<file path="config.mk">
export PLATFORM = sky130hd
export DESIGN_NAME = mem_stage
export DESIGN_NICKNAME = d
export VERILOG_FILES = /design/src/rtl/mem_stage.sv
export SDC_FILE = /design/constraint.sdc
export NUM_CORES = 1
export LEC_CHECK = 0
export CAP_MARGIN = 25
export CORE_MARGIN = 4
export CORE_UTILIZATION = 30
export CTS_CLUSTER_SIZE = 10
export DETAILED_ROUTE_END_ITERATION = 12
export PLACE_DENSITY = 0.55
export SLEW_MARGIN = 10
export SYNTH_ARGS = -nofsm -noshare
export SYNTH_HDL_FRONTEND = slang
export SYNTH_SLANG_ARGS = --single-unit
</file>
<file path="constraint.sdc">
create_clock -name clk -period 2.3 [get_ports clk]
set_input_delay 0.69 -clock clk [delete_from_list [all_inputs] [get_ports clk]]
set_output_delay 0.69 -clock clk [all_outputs]
set_load 0.005 [all_outputs]
</file>
<file path="src/rtl/mem_stage.sv">
// mem_stage: RISC-V memory stage; aligned dmem requests, load extension, store lane steering.
// Define MISALIGN_TRAP_EN to trap misaligned half/word accesses instead of issuing them.
module mem_stage #(
  parameter int DWIDTH = 32,
  parameter int AWIDTH = 32
) (
  input  logic              clk,
  input  logic              rst_n,
  input  logic              in_valid,
  output logic              in_ready,
  input  logic [DWIDTH-1:0] alu_out,
  input  logic [DWIDTH-1:0] store_data,
  input  logic [4:0]        rd,
  input  logic              ctrl_reg_we,
  input  logic              ctrl_mem_read,
  input  logic              ctrl_mem_write,
  input  logic [2:0]        func3,
  output logic              dmem_req_valid,
  input  logic              dmem_req_ready,
  output logic [AWIDTH-1:0] dmem_addr,
  output logic              dmem_we,
  output logic [DWIDTH-1:0] dmem_wdata,
  output logic [3:0]        dmem_wbe,
  input  logic              dmem_resp_valid,
  input  logic [DWIDTH-1:0] dmem_resp_rdata,
  output logic              wb_valid,
  output logic              wb_we,
  output logic [4:0]        wb_rd,
  output logic [DWIDTH-1:0] wb_data,
  output logic              misaligned
);
  localparam logic [1:0] IDLE = 2'd0, REQ = 2'd1, RESP = 2'd2;
  logic [1:0] state;
  logic [1:0] addr_lo;
  logic [4:0] rd_q;
  logic we_q, byte_q, half_q, uns_q;
  logic mem, is_byte, is_half, mis, rd_we;
  logic [DWIDTH-1:0] wdata_n, lane, load_val;
  logic [3:0] wbe_n;
  logic [1:0] sel;
  assign in_ready = state == IDLE;
  assign dmem_req_valid = state == REQ;
  assign mem = ctrl_mem_read | ctrl_mem_write;
  assign rd_we = ctrl_reg_we && rd != 5'd0;
  // Unlisted func3 codes fall through to word width.
  assign is_byte = func3 == 3'b000 || (ctrl_mem_read && func3 == 3'b100);
  assign is_half = func3 == 3'b001 || (ctrl_mem_read && func3 == 3'b101);
`ifdef MISALIGN_TRAP_EN
  assign mis = mem && (is_half ? alu_out[0] : !is_byte && alu_out[1:0] != 2'b00);
`else
  assign mis = 1'b0;
`endif
  always_comb begin
    wdata_n = is_byte ? {4{store_data[7:0]}} : is_half ? {2{store_data[15:0]}} : store_data;
    wbe_n = ctrl_mem_read ? 4'b0000 :
            is_byte ? 4'b0001 << alu_out[1:0] :
            is_half ? 4'b0011 << {alu_out[1], 1'b0} : 4'b1111;
  end
  always_comb begin
    sel = byte_q ? addr_lo : half_q ? {addr_lo[1], 1'b0} : 2'b00;
    lane = dmem_resp_rdata >> {sel, 3'b000};
    load_val = byte_q ? {{24{~uns_q & lane[7]}}, lane[7:0]} :
               half_q ? {{16{~uns_q & lane[15]}}, lane[15:0]} : dmem_resp_rdata;
  end
  always_ff @(posedge clk or negedge rst_n) begin
    if (!rst_n) begin
      state      <= IDLE;
      addr_lo    <= '0;
      rd_q       <= '0;
      we_q       <= 1'b0;
      byte_q     <= 1'b0;
      half_q     <= 1'b0;
      uns_q      <= 1'b0;
      dmem_addr  <= '0;
      dmem_we    <= 1'b0;
      dmem_wdata <= '0;
      dmem_wbe   <= '0;
      wb_valid   <= 1'b0;
      wb_we      <= 1'b0;
      wb_rd      <= '0;
      wb_data    <= '0;
      misaligned <= 1'b0;
    end else begin
      wb_valid   <= 1'b0;
      misaligned <= 1'b0;
      case (state)
        IDLE: if (in_valid) begin
          rd_q    <= rd;
          we_q    <= rd_we;
          addr_lo <= alu_out[1:0];
          byte_q  <= is_byte;
          half_q  <= is_half;
          uns_q   <= func3[2];
          if (!mem) begin
            wb_valid <= 1'b1;
            wb_we    <= rd_we;
            wb_rd    <= rd;
            wb_data  <= alu_out;
          end else if (mis) begin
            wb_valid   <= 1'b1;
            wb_we      <= 1'b0;
            wb_rd      <= rd;
            misaligned <= 1'b1;
          end else begin
            state      <= REQ;
            dmem_addr  <= {alu_out[AWIDTH-1:2], 2'b00};
            dmem_we    <= !ctrl_mem_read;
            dmem_wdata <= wdata_n;
            dmem_wbe   <= wbe_n;
          end
        end
        REQ: if (dmem_req_ready) begin
          if (dmem_we) begin
            wb_valid <= 1'b1;
            wb_we    <= 1'b0;
            wb_rd    <= rd_q;
            state    <= IDLE;
          end else begin
            state <= RESP;
          end
        end
        RESP: if (dmem_resp_valid) begin
          wb_valid <= 1'b1;
          wb_we    <= we_q;
          wb_rd    <= rd_q;
          wb_data  <= load_val;
          state    <= IDLE;
        end
        default: state <= IDLE;
      endcase
    end
  end
endmodule

</file>
==> metrics.txt, run 1 <==
status=finished, final reports clean; final hold vios=0; Required @ worst endpoint=2550 ps; relative slew slack=0.471; all-layer global routing usage=0.170; Max VDD drop=0.548 mV; Die ar.=22800 um2; Seq/Total Area, Yosys=0.486; Final Setup Violations=0; post-DP HPWL=14900 um; CTS tree=built; largest family of logic cells by synthesized area=multiplexers; DR pass1 iterations=5; synthesis-to-layout area growth=54.4%; P_leak=3.98 nW; skew final=about 11 ps; EDFF count, synth=0; Hold Buf Count CTS=0; DR vias=5222; Gate power share=0.501; power density cells=1340 nW/um2; CP bufs+invs=3; period utilization=0.992; Mapped Cells=552; DP Cell Count=about 1000; initial antenna violation count=0; Cell Chain, Critical Path=clkdlybuf4s50_1 > or3b_4 > a211oi_4 > buf_6 > clkbuf_16 > mux2i_1 > a31oi_1; crit path max fanout=16; Placer Congestion=0.879; Int Power=about 8.5 mW; nets@finish=908; Yosys reg bits=119; minimum clock period=2280 ps; Overflow after GRT=0; final WL=19700 um; NetSw=4.22 mW; Initial DRC Count=165; initial core utilization=0.304; fillcell total=1855; post-synthesis simple-gate area fraction=0.0868; # H-tree levels=4; yosys warns=0; DR vias/cell=slightly below 5; crit path kind=input pin to flip-flop; Rows=52; Mapped Area=6130 um2; Synth Area in Compound Gates=0.156; proportion of synthesized area in mux cells=0.207; CTS sink cnt=119; Mean Syn Cell Area=approximately 11 um2; clk buf depth=2; clock network power share=0.200; element type at the critical path start=input pin; sequential power share=0.299; final instance count without filler cells=1074; Post-synth top flop=dfrtp_1; Final WS setup=19.4 ps; layout cell share with drive strength beyond 1=0.225; Synth Area in XOR/XNOR=0; Worst-Margin Slew=793 ps; element type at the critical path end=flip-flop; DR DRC count=0; Worst path slowest cell=clkdlybuf4s50_1; count of cell types in the netlist=48; Place WS=-344 ps; Top Ports=about 220; arrival time at the worst endpoint=2530 ps; pin count of the biggest net entering global routing=67; Clock Latency Late Sink=~400 ps; WL/cell=18.3 um; Die Width=between 150 and 200 um; port bufs=around 220; TritonCTS buffer count=17; max cap viols=0; Root Buffer=clkbuf_16; Async SR Flop Fraction=1.00; clock-pin slew of the registers on the worst-case setup and hold paths=50 ps; DRT antenna net count=0; hold crit path type=input pin to asynchronous set/reset pin; Final Slew Violations=0; fmax=about 440 MHz; diodes inserted=0; Core Area=20200 um2; Switching Fraction=0.331; first-pass GRT wire length=30000 um; CP peak stage delay=480 ps; vias in the first global route=about 5500; Chip Height=151 um; top cell family by delay on the critical path=buffers and inverters; Synth Area in Adders=0.00817
-- per-layer routing --
layer  GRT usage  routed length, um  vias to the layer above
li1            -                  -                     2456
met1       0.213               8260                     2536
met2       0.272               9050                      205
met3      0.0655               2030                       25
met4      0.0499                371                        0
met5           0                  0                        -
-- worst register-to-register path, cell delays in order (launching register included) --
cell and delay [ps]:
dfrtp_1 430, inv_1 120, ha_2 210, buf_4 320
o21ai_0 160, a211oi_1 440, buf_4 200, o22ai_2 60
-- sequential cells by signal, summed over array words and instances, names as in the netlist --
name,cells
dmem_wdata,32
wb_data,32
dmem_addr,30
rd_q,5
wb_rd,5
dmem_wbe,4
addr_lo,2
state,2
byte_q,1
dmem_we,1
half_q,1
uns_q,1
wb_valid,1
wb_we,1
we_q,1
-- power groups by stage --
stage          logic (mW)  registers, mW  clock network, mW
2_1_floorplan        3.19           3.78                  0
4_1_cts              6.34           3.82               2.61
3_3_place_gp         6.18           3.79                  0
3_5_place_dp         6.32           3.83                  0
5_1_grt              6.92           3.96               2.70
6_report             6.38           3.81               2.54
-- what timing repair did --
item | in CTS | in global routing
cloned | 0 | 1
resized for setup | 4 | 2
setup buffers | 0 | 1
pin swaps | 0 | 1
setup endpoints to repair | 2 | 2
-- per-stage QoR --
stage	utilization	instance area, um2	hold WS (ps)	power [mW]	setup TNS (ps)
floorplan	-	6140	394	6.97	0
global placement	0.439	8860	464	9.97	-9640
detailed placement	0.439	8860	474	10.1	-12130
CTS	0.467	9430	80.8	12.8	0
global route	0.469	9460	77.7	13.6	-10.2
finish	0.469	9460	97.6	12.7	0
-- layout make-up --
type	count	area, um2	area share
Clock buffer	22	454	0.0480
Timing Repair Buffer	263	2680	0.283
Sequential cell	119	2980	0.315
Inverter	19	71.3	0.00754
Tap cell	270	338	0.0357
Multi-Input combinational cell	372	2840	0.300
Clock inverter	9	103	0.0108
-- synthesized netlist by cell type, types with 2 or more instances --
library cell	number	share of area
buf_12	3	0.0098
nor2_1	26	0.016
a221oi_1	5	0.0071
inv_1	19	0.012
a21oi_1	14	0.011
mux2_2	63	0.12
buf_2	12	0.0098
a221oi_2	3	0.0073
a2111oi_4	2	0.0090
nor3_1	2	0.0016
o22ai_2	8	0.016
a22o_1	4	0.0057
nor2b_1	3	0.0031
mux2i_1	56	0.091
a21o_1	2	0.0024
or2_2	16	0.016
nand3_1	2	0.0016
dfrtp_1	119	0.49
ha_1	4	0.0082
a211oi_1	12	0.015
and2_1	2	0.0020
buf_4	6	0.0073
nand2_1	59	0.036
o21a_1	2	0.0024
o211ai_1	3	0.0037
clkbuf_1	20	0.012
o21ai_2	9	0.013
a31oi_1	17	0.017
a21boi_0	2	0.0024
o21ai_0	39	0.032
-- cell usage in the layout, fill, tap and decap left out, types with 5 or more instances in the layout --
cell type and instances:
a21oi_1 13, dfrtp_1 119, or2_2 16, clkdlybuf4s50_1 216
nand2_1 59, buf_4 32, clkbuf_16 18, a221oi_1 5
mux2i_1 56, a211oi_1 11, o21ai_2 9, buf_12 11
nor2_1 26, o22ai_2 8, a31oi_1 17, mux2_2 63
o21ai_0 39, inv_1 18
-- path summary, 6_finish.rpt --
kind / cells past startpoint / from / to / slack [ps]
max: 7 / in_valid / wb_data[29]$_DFFE_PN0P_ / 20
min: 1 / rst_n / dmem_addr[20]$_DFFE_PN0P_ / 100
max reg2reg: 7 / state[0]$_DFFE_PN0P_ / wb_data[2]$_DFFE_PN0P_ / 260
min reg2reg: 2 / dmem_wdata[11]$_DFFE_PN0P_ / dmem_wdata[11]$_DFFE_PN0P_ / 480
max in group asynchronous: 2 / rst_n / dmem_wdata[29]$_DFFE_PN0P_ / 1600
min in group clk: 2 / dmem_wdata[11]$_DFFE_PN0P_ / dmem_wdata[11]$_DFFE_PN0P_ / 480
-- cell families after synthesis --
| logic type | count (synthesis) |
|---|---|
| adder cells (fa/ha/maj) | 4 |
| flip-flops | 119 |
| other | 1 |
| AO/OA/AOI/OAI | 128 |
| multiplexers | 119 |
| AND/OR/NAND/NOR | 118 |
| buffers and inverters | 63 |
No activity file was read; power rests on OpenSTA's default activity.
==> run 2, diff against run 1 <==
- ABC_AREA: default -> 1
==> metrics.txt, run 2 <==
Seq/Total Area, Yosys=0.488 (+0.00189); Required @ worst endpoint=1610 ps (-940 ps); skew final=5.82 ps (-5.10 ps); reg2reg end=wb_data[3]$_DFFE_PN0P_; Max VDD drop=0.558 mV (+1.8%); proportion of synthesized area in mux cells=0 (-0.207); DP Cell Count=1258 (+21%); top cells by area, synth=dfrtp_1, nand2_1, o21ai_0; period utilization=0.881 (-0.110); DR DRC count=0 (unchanged); top post-synthesis cells by count=nand2_1, dfrtp_1, o21ai_0; commonest non-fill, non-tap cells in the layout=nand2_1, clkdlybuf4s50_1, dfrtp_1; P_leak=4.34 nW (+9.0%); initial antenna violation count=2 (+2); Top Ports=223 (unchanged); top-area cell type share of the netlist area=0.488 (+0.00189); Final Slew Violations=0 (unchanged); CP peak stage delay=580 ps (+100 ps); most numerous cell in the Yosys netlist=nand2_1; crit path max fanout=2 (-14); yosys warns=0 (unchanged); hold crit path type=input pin to asynchronous set/reset pin; DRT antenna net count=0 (unchanged); clk buf depth=2 (unchanged); post-DP HPWL=15600 um (+4.6%); TritonCTS buffer count=17 (unchanged); fmax=493 MHz (+12%); Mapped Cells=786 (+42%); element type at the critical path start=flip-flop; pin count of the biggest net entering global routing=56 (-16%); largest family of logic cells by synthesized area=simple AND/OR/NAND/NOR gates; Die ar.=22700 um2 (-0.36%); Synth Area in Adders=0.00820 (+0.0000318); Rows=51 (-1.9%); clock-pin slew of the registers on the worst-case setup and hold paths=60 ps (about the same); Chip Height=151 um (-0.18%); final instance count without filler cells=1296 (+21%); Reg2Reg Launch Point=state[1]$_DFFE_PN0P_; largest registers=dmem_wdata x32, wb_data x32, dmem_addr x30; Mapped Area=6100 um2 (-0.39%); Clock Latency Late Sink=420 ps (about the same); Initial DRC Count=307 (+86%); Post-synth top flop=dfrtp_1; first-pass GRT wire length=32100 um (+7.1%); Crit path depth=1 (-6); minimum clock period=2030 ps (-253 ps); # H-tree levels=4 (unchanged); R2R depth=8 (+1); arrival time at the worst endpoint=1340 ps (-1190 ps); Final Setup Violations=0 (unchanged); Cell Chain, Critical Path=clkdlybuf4s50_1; WL/cell=16.1 um (-12%); most common cell after layout, fill and taps aside=nand2_1; DR pass1 iterations=5 (unchanged); DR vias/cell=4.62 (-4.9%); post-synthesis simple-gate area fraction=0.249 (+0.162); Hold Buf Count CTS=0 (unchanged); power density cells=1280 nW/um2 (-4.7%); relative slew slack=0.623 (+0.152); EDFF count, synth=0 (unchanged); Mean Syn Cell Area=7.77 um2 (-30%); top cell family by delay on the critical path=buffers and inverters; final WL=20900 um (+5.9%); Final WS setup=273 ps (+253 ps); CTS sink cnt=119 (unchanged); Worst R2R Setup Slack=420 ps (+160 ps); status=finished, final reports clean; Die Width=151 um (-0.18%); layout cell share with drive strength beyond 1=0.100 (-0.125); Worst path slowest cell=clkdlybuf4s50_1; port bufs=219 (unchanged); CTS tree=built; vias in the first global route=5764 (+5.8%); top cell type by total area after synthesis=dfrtp_1; Core Area=19700 um2 (-2.2%); DR vias=5992 (+15%); Worst Setup EP=dmem_addr[6]; Overflow after GRT=0 (unchanged); initial core utilization=0.310 (+0.00575); Async SR Flop Fraction=1.00 (unchanged); crit path kind=flip-flop to output pin; count of cell types in the netlist=34 (-29%); Synth Area in XOR/XNOR=0 (unchanged); Placer Congestion=0.874 (-0.53%); Synth Area in Compound Gates=0.173 (+0.0170); nets@finish=1131 (+25%); CP startpoint=dmem_addr[6]$_DFFE_PN0P_; synthesis-to-layout area growth=53.0%; Place WS=-79.4 ps (+265 ps); RSZ-0062 raised after global routing=no; Yosys reg bits=119 (unchanged); max cap viols=0 (unchanged); CP bufs+invs=1 (-2); Worst-Margin Slew=565 ps (-229 ps); final hold vios=0 (unchanged); Root Buffer=clkbuf_16; all-layer global routing usage=0.184 (+0.0139); element type at the critical path end=output pin
-- run 2: cell types whose count changed in the layout (fill, tap and decap cells not counted), sizes merged, moves of 12 or more --
| cell | change |
|---|---|
| mux2i | -56 |
| nand3 | +33 |
| inv | +54 |
| or2 | -16 |
| mux2 | -63 |
| nor2 | +40 |
| a21oi | +64 |
| o21ai | +49 |
| a211oi | -13 |
| buf | -12 |
| nand2 | +191 |
-- run 2: logic make-up (layout without fill, tap and decap cells) --
family,count (synthesis),after routing
adder cells (fa/ha/maj),4,4
other,1,6
flip-flops,119,119
AO/OA/AOI/OAI,195,195
buffers and inverters,114,354
AND/OR/NAND/NOR,353,353
-- run 2: what timing repair did --
item | in CTS | in global routing
hold endpoints to repair | 0 | 0
setup buffers | 3 | 0
resized for setup | 7 | 2
setup endpoints to repair | 2 | 2
pin swaps | 0 | 0
-- run 2: metrics by stage --
stage	cell area [um2]	utilization	power (mW)	TNS [ps]	hold slack, ps
global route	9340	0.474	12.9	0	205
global placement	8700	0.441	9.29	-252	456
floorplan	6110	-	6.27	0	394
detailed placement	8700	0.441	9.34	-627	463
CTS	9330	0.473	12.1	0	196
finish	9340	0.474	12.0	0	200
-- run 2: how the worst min path moves through the flow --
stage	to	slack, ps	cells past startpoint
final	dmem_addr[11]$_DFFE_PN0P_	200	1
after detailed placement	dmem_addr[7]$_DFFE_PN0P_	460	2
after floorplan	addr_lo[0]$_DFFE_PN0N_	390	0
after global routing	dmem_addr[11]$_DFFE_PN0P_	200	1
after global placement	dmem_wdata[3]$_DFFE_PN0P_	460	2
after CTS	dmem_addr[11]$_DFFE_PN0P_	200	1
-- run 2: cell type report --
cell class                      instances  area (um2)
Sequential cell                       119        2980
Fill cell                            1984       10400
Inverter                               72         275
Timing Repair Buffer                  250        2500
Tap cell                              265         332
Clock inverter                         15         155
Antenna cell                            3        7.51
Multi-Input combinational cell        555        2670
Clock buffer                           17         425
-- run 2: power by group --
part           internal (mW)  switching [mW]  leakage [nW]
registers               3.12           0.611          1.45
clock network           1.59            1.03         0.267
logic                   2.92            2.69          2.63
total                   7.63            4.33          4.34
-- run 2: routing by layer --
layer,up-vias,global-route usage,part of all wire
li1,3000,-,-
met1,2801,0.254,0.46
met2,170,0.279,0.46
met3,19,0.0461,0.065
met4,2,0.0657,0.014
met5,-,0,0.00057
-- run 2: worst reg2reg max path: stages, from the launching register on --
cell     delay [ps]
dfrtp_1         380
buf_4           150
ha_1            250
inv_2            80
buf_4           440
a21oi_1         170
buf_4           160
o21ai_1          70
nand2_1          70
==> run 3, diff against run 2 <==
- TNS_END_PERCENT: default -> 30
==> results of run 3 <==
No change in the layout: final DEF, timing and power equal those of run 2.
==> RTL change 1: new RTL, flow settings as in run 3 <==
Reset style: synchronous (`rst_n`), changed in one clocked block.
--- a/src/rtl/mem_stage.sv
+++ b/src/rtl/mem_stage.sv
@@ -62,7 +62,7 @@
     load_val = byte_q ? {{24{~uns_q & lane[7]}}, lane[7:0]} :
                half_q ? {{16{~uns_q & lane[15]}}, lane[15:0]} : dmem_resp_rdata;
   end
-  always_ff @(posedge clk or negedge rst_n) begin
+  always_ff @(posedge clk) begin
     if (!rst_n) begin
       state      <= IDLE;
       addr_lo    <= '0;
Function: differs if rst_n is asserted again (counterexample within 4 cycles, from zero or initial values and one cycle with rst_n low); with rst_n held inactive, the same outputs for 4 cycles.
==> RTL change 1 against run 3 <==
Via count grew 1.2%. Synthesized area shrank 6.1%. Largest cell class is now multi-input gates. Routed wire length grew 1.4%. Total power shrank 12%. Count of clock-buffer cells in the layout grew 1. Sequential share of layout area shrank 5.2 points. First-iteration DRC count grew 35%. Critical path depth grew 2. Sequential power shrank 17%. Worst setup slack lost 210 ps. Sequential cell count is the same. Global-route usage grew 0.95 points. Design area shrank 4.6%.
==> RTL change 1: results (changes against run 3) <==
| Metric | Value |
|---|---|
| Final nets | `1143 (+1.1%)` |
| Status | `finished clean` |
| Leak | `0.00373 uW (-14%)` |
| WL final | `21200 microns (+1.4%)` |
| Max incr delay on CP | `510 ps (-70 ps)` |
| Adder-cell area share of the yosys netlist | `0.00873 (+0.000531)` |
| CP arrival | `1550 ps (+210 ps)` |
| Initial antenna violation count | `0 (-2)` |
| First-pass GRT wire length | `33000 microns (+2.8%)` |
| Register area share after synthesis | `0.416 (-0.0723)` |
| Main synth FF type | `dfxtp_1` |
| Largest net degree at the start of global routing | `48 (-14%)` |
| Maximum vdd ir drop | `614 uV (+9.9%)` |
| Min Tclk post-route | `2240 ps (+208 ps)` |
| Reg2Reg Launch Point | `state[0]` |
| Ranking of synthesized cells by area | `dfxtp_1 42%, a21oi_1 12%, nand2_1 11%` |
| Antenna Cells | `0 (-3)` |
| Syn Inst Count | `815 (+3.7%)` |
| Total Routing Usage GR | `0.193 (+0.00949)` |
| Setup Buffers After CTS | `0 (-3)` |
| Finished Layout Cells | `1274 (-1.7%)` |
| Post-Place Cell Area | `8260 sq um (-5.0%)` |
| Layout fillers | `1882 (-5.1%)` |
| Initial DRC count | `413 (+35%)` |
| CP Max Fanout | `4 (+2)` |
| Share of the synthesized area in compound gates (AO/OA/AOI/OAI) | `0.258 (+0.0858)` |
| Vias | `6064 (+1.2%)` |
| Commonest cells post-synth | `174 x nand2_1, 138 x a21oi_1, 119 x dfxtp_1, 103 x o21ai_0, 67 x inv_1` |
| Seq. cell area | `2380 sq um (-20%)` |
| Hold Path Class | `reg2reg` |
| Worst Skew | `12.9 ps (+7.09 ps)` |
| R2R cell count | `9 (+1)` |
| Place WS | `-86.6 ps (-7.18 ps)` |
| Logic pwr share | `0.432 (-0.037)` |
| Layout cells sized above 1 | `0.0942 (-0.00596)` |
| Worst Hold Slack | `460 ps (+261 ps)` |
RTL change 1: cell types whose count changed in the layout (fill, tap and decap cells not counted), sizes merged, moves of 3 or more:
cell,run 3,this run
clkinvlp,6,3
o211ai,2,8
dfxtp,0,119
a41oi,4,8
dfrtp,119,0
nand3,35,49
nand2,250,179
or2,0,5
a21oi,78,138
o21ai,97,113
nor2,66,42
diode,3,0
RTL change 1: final cells by class:
cell class	instances	area share
tap	234	0.0329
sequential	119	0.267
timing repair buffer	250	0.283
multi-input combinational	566	0.315
clock buffer	18	0.0493
clock inverter	14	0.0220
inverter	73	0.0307
RTL change 1: per-layer routing:
layer | vias to the layer above | share of wire | wire length (microns) | GRT usage
met1 | 2680 | 0.46 | 9690 | 0.251
met2 | 215 | 0.44 | 9340 | 0.301
met4 | 0 | 0.018 | 372 | 0.0564
met5 | - | 0 | 0 | 0
met3 | 19 | 0.083 | 1770 | 0.0698
li1 | 3150 | - | - | -
RTL change 1: how the worst max path moves through the flow:
stage                   from              to  depth (start not counted)
2_1_floorplan  ctrl_mem_read     wb_data[22]                          7
4_1_cts             state[0]        in_ready                          3
6_report            state[1]  dmem_req_valid                          3
5_1_grt             state[0]        in_ready                          3
3_3_place_gp   ctrl_mem_read  dmem_wdata[23]                          9
3_5_place_dp   ctrl_mem_read  dmem_wdata[23]                          9
RTL change 1: tightest hold or removal path, stage by stage (launching register included):
cell and delay, ps:
dfxtp_1 310, nand2_1 60, a21oi_1 50
RTL change 1: cell families (layout without fill, tap and decap cells):
logic type / count (synthesis) / in the layout
other cells: 1 / 3
compound gates: 280 / 280
flops: 119 / 119
fa+ha+maj: 4 / 4
buf+inv: 132 / 355
simple gates: 279 / 279
RTL change 1: repair_timing:
item	4_1_cts	5_1_grt
hold endpoints to repair	0	0
setup endpoints to repair	1	2
gates resized for setup	1	3
==> RTL change 2: new RTL, config.mk and constraints of run 3 <==
Without the edit above. The option `MISALIGN_TRAP_EN` is turned on by a define.
--- a/src/rtl/mem_stage.sv
+++ b/src/rtl/mem_stage.sv
@@ -1,5 +1,7 @@
 // mem_stage: RISC-V memory stage; aligned dmem requests, load extension, store lane steering.
 // Define MISALIGN_TRAP_EN to trap misaligned half/word accesses instead of issuing them.
+`define MISALIGN_TRAP_EN
+
 module mem_stage #(
   parameter int DWIDTH = 32,
   parameter int AWIDTH = 32
Formal check against the unedited RTL: not equivalent (a bounded check fails within 4 cycles, from zero or initial values and one cycle with rst_n low).
==> RTL change 2 against run 3 <==
Worst hold slack gained 52 ps. Sequential cell count grew 1. Routed wire length grew 2.6%. Clock skew grew 5.4 ps. Sequential share of layout area shrank 0.80 points. Worst setup slack lost 120 ps. Highest routed layer unchanged. Core utilization shrank 0.25 points. Design area grew 3.4%. Via count grew 3.8%. Synthesized area grew 3.7%. Critical endpoint is now in_ready. Total power shrank 1.0%.
==> RTL change 2: results (changes against run 3) <==
| Metric | Value |
|---|---|
| Status | `finished clean` |
| Worst Skew | `11.2 ps (+5.43 ps)` |
| CP Max Fanout | `4 (+2)` |
| Yosys cell types | `29 (-15%)` |
| GP Congestion | `0.836 (-4.3%)` |
| Final nets | `1196 (+5.7%)` |
| Leak | `0.00467 uW (+7.5%)` |
| Clk buf depth | `2 (unchanged)` |
| Clock transition at path regs | `50 ps` |
| H-tree depth | `4 (unchanged)` |
| DR WL/cell | `15.7 microns (-2.3%)` |
| Register area share after synthesis | `0.474 (-0.0135)` |
| Hold Path Class | `in2async` |
| Yosys Warn Count | `0 (unchanged)` |
| CP arrival | `1460 ps (+120 ps)` |
| Largest net degree at the start of global routing | `52 (-7.1%)` |
| Vias in the first global route | `5964 (+3.5%)` |
| Place WS | `-68.7 ps (+10.7 ps)` |
| Maximum vdd ir drop | `681 uV (+22%)` |
| Initial DRC count | `372 (+21%)` |
| Post-Place Cell Area | `9040 sq um (+4.0%)` |
| Total Routing Usage GR | `0.180 (-0.00349)` |
| Ranking of synthesized cells by area | `dfrtp_1 47%, nand2_1 18%, a21oi_1 5.9%` |
| First-pass GRT wire length | `33600 microns (+4.8%)` |
| Layout cells sized above 1 | `0.126 (+0.0263)` |
| Final hold viol count | `0 (unchanged)` |
| Main synth FF type | `dfrtp_1` |
| Initial antenna violation count | `2 (unchanged)` |
| Dpl hpwl | `16300 microns (+4.5%)` |
| Worst slew pin tran | `567 ps (+2.04 ps)` |
| Asr flop ratio synth | `1.00 (unchanged)` |
| Commonest cells post-synth | `298 x nand2_1, 120 x dfrtp_1, 75 x a21oi_1, 69 x inv_1, 54 x nand3_1` |
| Port-buffer cells | `220 (+0.46%)` |
| Total CTS buffers | `17 (unchanged)` |
| Antenna Cells | `0 (-3)` |
| Layout fillers | `2095 (+5.6%)` |
| Via-per-instance ratio | `4.57 (-1.2%)` |
| Inst Count DP | `1329 (+5.6%)` |
| Regs by FF count | `dmem_wdata x32, wb_data x32, dmem_addr x30` |
| Syn Inst Count | `829 (+5.5%)` |
| Root buffer cell | `clkbuf_16` |
| Top-count cell post-synth | `nand2_1` |
| WL final | `21400 microns (+2.6%)` |
| Drt first pass iters | `8 (+3)` |
RTL change 2: power breakdown:
group          internal [uW]  switching, uW  total [uW]
clock network           1740            956        2700
logic                   2840           2610        5450
registers               3110            589        3700
total                   7690           4150       11800
RTL change 2: cell type report:
cell class | instances | area [sq um] | area share
clock buffers | 21 | 460 | 0.0477
inverters | 74 | 280 | 0.0290
flip-flops and latches | 120 | 3000 | 0.311
well taps | 270 | 338 | 0.0350
repair buffers | 274 | 2680 | 0.278
multi-input cells | 593 | 2770 | 0.287
clock inverters | 9 | 125 | 0.0130
RTL change 2: cells by family after synthesis:
logic type      after synthesis  share of synthesized area
buf+inv                     117                     0.0907
fa+ha+maj                     4                    0.00791
compound gates              183                      0.164
flops                       120                      0.474
other cells                   1                   0.000592
simple gates                404                      0.262
RTL change 2: path summary, 6_finish.rpt:
| path | slack [ps] | depth (start not counted) | start | end |
|---|---|---|---|---|
| worst min register to register | 470 | 2 | dmem_wdata[9] | dmem_wdata[9] |
| max in group asynchronous | 1460 | 2 | rst_n | wb_data[13] |
| worst max register to register | 340 | 11 | state[0] | wb_data[4] |
| min in group clk | 470 | 2 | dmem_wdata[9] | dmem_wdata[9] |
| worst max-delay path | 150 | 3 | state[0] | in_ready |
| worst min-delay path | 250 | 1 | rst_n | wb_rd[3] |
RTL change 2: what timing repair did:
action / 4_1_cts / 5_1_grt
gates resized for setup: 4 / 1
setup buffers: 0 / 2
hold buffers: 0 / 0
cloned: 0 / 0
setup endpoints to repair: 2 / 1
RTL change 2: worst max-delay path: stages (launching register included):
cell and delay, ps:
dfrtp_1 440, inv_1 100, ha_1 240, dlygate4sd2_1 280
RTL change 2: layer usage:
metal | part of all wire | global-route usage | vias up | wire [microns]
met5 | 0.0013 | 0 | - | 27
met4 | 0.0054 | 0.0365 | 4 | 116
met3 | 0.061 | 0.0563 | 12 | 1300
li1 | - | - | 3164 | -
met2 | 0.47 | 0.285 | 195 | 9960
met1 | 0.47 | 0.244 | 2845 | 10000
RTL change 2: metrics by stage:
stage / setup TNS [ps] / utilization
after detailed placement: -1380 / 0.441
final: 0 / 0.471
after global placement: -6.31 / 0.441
after global routing: 0 / 0.471
after floorplan: 0 / -
after CTS: 0 / 0.470
